File: src/rtl/nor_1_pkg.sv
// Shared constants and helpers for the nor_1 gate primitive.
//   CovW    : number of lane-0 input combinations tracked by coverage
//   cov_idx : maps a lane-0 input pair to its coverage bit index
package nor_1_pkg;

    localparam int unsigned CovW = 4;

    function automatic logic [1:0] cov_idx(input logic a0, input logic b0);
        return {a0, b0};
    endfunction

endpackage

File: src/rtl/nor_1_sat_counter.sv
// Saturating up-counter with synchronous active-high reset.
// Ports:
//   clk   : clock, rising-edge
//   rst   : synchronous active-high reset, clears count
//   inc   : increment request for this cycle
//   count : current count, holds at all ones
module nor_1_sat_counter #(
    parameter int unsigned WIDTH = 16
) (
    input  logic             clk,
    input  logic             rst,
    input  logic             inc,
    output logic [WIDTH-1:0] count
);

    logic [WIDTH-1:0] count_d;

    always_comb begin
        count_d = count;
        if (inc && (count != '1)) begin
            count_d = count + WIDTH'(1);
        end
    end

    always_ff @(posedge clk) begin
        if (rst) begin
            count <= '0;
        end else begin
            count <= count_d;
        end
    end

endmodule

File: src/rtl/nor_1.sv
// Bitwise 2-input NOR with a registered copy and activity observability.
// Ports:
//   clk        : clock, rising-edge
//   rst        : synchronous active-high reset
//   a, b       : operands, WIDTH lanes
//   y          : combinational ~(a | b)
//   y_q        : y registered, one-cycle latency, resets to all ones
//   cov        : sticky coverage of lane-0 pairs, bit index {a[0], b[0]}
//   cov_all    : all four lane-0 pairs seen since reset
//   toggle_cnt : saturating count of y_q[0] changes
module nor_1
    import nor_1_pkg::*;
#(
    parameter int unsigned WIDTH = 1,
    parameter int unsigned CNT_W = 16
) (
    input  logic             clk,
    input  logic             rst,
    input  logic [WIDTH-1:0] a,
    input  logic [WIDTH-1:0] b,
    output logic [WIDTH-1:0] y,
    output logic [WIDTH-1:0] y_q,
    output logic [CovW-1:0]  cov,
    output logic             cov_all,
    output logic [CNT_W-1:0] toggle_cnt
);

    // NOR of all-zero inputs, so reset matches an idle gate.
    localparam logic [WIDTH-1:0] YqRst = '1;

    logic [CovW-1:0] cov_d;
    logic            toggle_inc;

    assign y       = ~(a | b);
    assign cov_all = &cov;

    always_comb begin
        cov_d = cov;
        cov_d[cov_idx(a[0], b[0])] = 1'b1;
    end

    // y is the value y_q takes next, so a lane-0 mismatch is a toggle.
    assign toggle_inc = (y[0] != y_q[0]);

    always_ff @(posedge clk) begin
        if (rst) begin
            y_q <= YqRst;
            cov <= '0;
        end else begin
            y_q <= y;
            cov <= cov_d;
        end
    end

    nor_1_sat_counter #(
        .WIDTH (CNT_W)
    ) u_toggle_cnt (
        .clk   (clk),
        .rst   (rst),
        .inc   (toggle_inc),
        .count (toggle_cnt)
    );

endmodule

File: config.mk
export PLATFORM = sky130hd
export DESIGN_NAME = nor_1
export DESIGN_NICKNAME = d
export VERILOG_FILES = /design/src/rtl/nor_1_pkg.sv /design/src/rtl/nor_1_sat_counter.sv /design/src/rtl/nor_1.sv
export SDC_FILE = /design/constraint.sdc
export NUM_CORES = 1
export LEC_CHECK = 0
export ABC_AREA = 1
export BUFFER_PORTS_ARGS = -buffer_cell sky130_fd_sc_hd__buf_2
export CAP_MARGIN = 20
export CELL_PAD_IN_SITES_DETAIL_PLACEMENT = 1
export CELL_PAD_IN_SITES_GLOBAL_PLACEMENT = 1
export CORE_MARGIN = 2
export CORE_UTILIZATION = 39
export DETAILED_ROUTE_END_ITERATION = 10
export PLACE_DENSITY_LB_ADDON = 0.1
export SLEW_MARGIN = 20
export SYNTH_ARGS = -nofsm -noshare
export SYNTH_HDL_FRONTEND = slang
export SYNTH_SLANG_ARGS = --single-unit
File: constraint.sdc
create_clock -name clk -period 4.7 [get_ports clk]
set_clock_uncertainty 0.1 [all_clocks]
set_input_delay 0.47 -clock clk [delete_from_list [all_inputs] [get_ports clk]]
set_output_delay 0.47 -clock clk [all_outputs]
set_load 0.005 [all_outputs]
==> results_dict.tcl <==
set metrics [dict create \
    grt_pass1_wl_um 5050 \
    drtAntennaViolNets 0 \
    drive_gt1_share_pct 24.76 \
    synthToLayoutAreaGrowth_pct 14.69 \
    die_width_um 59.30 \
    p_comb_share_pct 10.7 \
    path_max_fanout 13 \
    clock-sinks 21 \
    setup_ws_ns 2.884 \
    num-fill-cells 406 \
    p_sw_uw 83.91 \
    max_slew_margin_pct 65.00 \
    dp_slack_ns 2.888 \
    crit_chain "ha_1 > inv_1 > nor2_4 > nand4_2 > nand2_1 > nand2_1 > inv_1 > nor2_1" \
    dr.pass1.iters 4 \
    diodes 0 \
    rows 20 \
    ys_seq_area_share_pct 35.26 \
    final_util_pct 45.92 \
    synth_cell_types 20 \
    cts_hold_buf 0 \
    worstSetupEndpointType "flip-flop" \
    nets 216 \
    clk_pin_slew_ns 0.12 \
    drv_cap 0 \
    crit_buf_inv 2 \
    grt_pass1_vias 1189 \
    start_kind "flip-flop" \
    holdWs_ns 0.2649 \
    cts_buffers 3 \
    place_area_um2 1341 \
    hold_path_class "in2reg" \
    status "complete, no violations" \
    finalMaxSlewViolations 0 \
    start_util_pct 40.04 \
    portBuffers 26 \
    grt_overflow 0 \
    syn_area_um2 1192 \
    swShare_pct 26.76 \
    rsz0062_at_grt "false" \
    drc_errors 0 \
    finalSetupTns_ns 0 \
    ctsResizeCount 0 \
    p_seq_share_pct 60.1 \
    drt_iter0_markers 49 \
    wl_per_cell_um 12.07 \
    tightest_slew_ns 0.5217 \
    cts_root_buffer "clkbuf_4" \
    fp.dieArea_um2 3516 \
    post_cts_buffers 0 \
    track_usage_pct 18.99 \
    finalHoldViolCount 0 \
    hp-start "rst" \
    fmax_mhz 550.7 \
    syn_avg_cell_area_um2 6.552 \
    dp_hpwl_um 2304 \
    path_class "reg2reg" \
    final_area_um2 1368 \
    r2r-start "u_toggle_cnt.count[0]$_SDFFE_PP0P_" \
    slowest_delay_ns 0.42 \
    die_h_um 59.30 \
    synth-seq-cells 21 \
    postSynthCellCount 182 \
    ys_warn_count 0 \
    cts_tree "built" \
    ios 27 \
    power_frac_clock_pct 29.1 \
    finalCritPeriodShare_pct 38.64 \
    setup-violations-final 0 \
    grt_antenna_before_repair 0 \
    worst-endpoint-arrival_ns 1.94 \
    routed_wl_um 2933 \
    routabilityCongestion 0.7854 \
    power.density_nw_per_um2 229.3 \
    slowest_stage "dfxtp_1" \
    cp_data_required_time_ns 4.82 \
    synth_nets 187 \
    internal-power_uw 229.6 \
    grt_max_degree 18 \
    htreeDepth 1 \
    cts_max_path_buffers 2 \
    path_delay_family "simple AND/OR/NAND/NOR gates" \
    crit_start "u_toggle_cnt.count[0]$_SDFFE_PP0P_" \
    peakVddDrop_uv 123.4 \
    min_period_ns 1.816 \
    vias 1194 \
    viasPerCell 4.914 \
    clk_latency_ns 0.31 \
    p_leak_uw 0.0006403 \
    core_area_um2 2978 \
]
## registers in the layout, indices dropped and copies added (netlist names)
name / count
u_toggle_cnt.count: 16
cov: 4
y_q: 1
## per-layer routing
metal / vias to the layer above / track usage, % / part of all wire [%]
met1: 556 / 22.79 / 45
met5: - / 0 / 0
met2: 18 / 31.87 / 50
li1: 615 / - / -
met4: 0 / 10.06 / 1.6
met3: 5 / 3.493 / 3.2
## area by class of cell
| cell class | instances | area [um2] | area share [%] |
|---|---|---|---|
| Tap cell | 33 | 41.29 | 3.019 |
| Multi-Input combinational cell | 143 | 689.4 | 50.41 |
| Inverter | 16 | 60.06 | 4.392 |
| Sequential cell | 21 | 420.4 | 30.74 |
| Clock buffer | 4 | 26.28 | 1.921 |
| Timing Repair Buffer | 26 | 130.1 | 9.515 |
## through the flow
step / power [uW] / std cells
after floorplan: 213.6 / 182
after global placement: 225.1 / 239
after detailed placement: 227.0 / 239
after CTS: 317.2 / 243
after global routing: 332.4 / 243
final: 313.5 / 243
## cells in the mapped netlist (all sizes together)
| library cell | count | area (um2) |
|---|---|---|
| clkinv | 1 | 3.750 |
| o21ai | 2 | 10.01 |
| nor2 | 57 | 282.8 |
| nand3 | 11 | 65.06 |
| inv | 15 | 56.30 |
| dfxtp | 21 | 420.4 |
| buf | 2 | 22.52 |
| nand2 | 60 | 242.7 |
| ha | 1 | 12.51 |
| nor4 | 1 | 6.260 |
| nand3b | 1 | 11.26 |
| nand4 | 2 | 18.77 |
| a21oi | 8 | 40.04 |
## worst register-to-register path, cell delays in order (launching register included)
cell and delay (ns):
dfxtp_1 0.42, ha_1 0.21, inv_1 0.08, nor2_4 0.19
nand4_2 0.38, nand2_1 0.18, nand2_1 0.07, inv_1 0.06
nor2_1 0.04
## layout by cell type, fill, tap and decap left out, types with 2 or more instances in the layout
master	synthesis	final
a21oi_1	8	8
buf_2	0	26
clkbuf_4	0	3
dfxtp_1	21	21
inv_1	15	15
nand2_1	55	55
nand2_2	4	4
nand3_1	9	9
nand3_2	2	2
nor2_1	43	43
nor2_2	9	9
nor2_4	4	4
o21ai_0	2	2
## power groups by stage
stage	Sequential [uW]	Clock [uW]	Combinational (uW)
final	188	91.4	33.7
after global routing	190	104	38.7
after CTS	189	94.0	34.5
after detailed placement	193	0	34.4
after global placement	192	0	33.2
after floorplan	192	0	21.4
## logic make-up after synthesis
kind of cell               after synthesis  share of synthesized area [%]
AOI/OAI and AO/OA                       10                          4.197
and+or+nand+nor                        132                          52.57
DFF                                     21                          35.26
adders and majority gates                1                          1.049
buffers and inverters                   18                          6.925
## final timing paths
check | depth (start not counted) | to | slack [ns]
worst min register to register | 2 | cov[3]$_SDFF_PP0_ | 0.39
worst min-delay path | 2 | cov[3]$_SDFF_PP0_ | 0.26
worst max register to register | 8 | u_toggle_cnt.count[8]$_SDFFE_PP0P_ | 2.88
worst max-delay path | 8 | u_toggle_cnt.count[8]$_SDFFE_PP0P_ | 2.88
(Power assumes the default switching activity.)
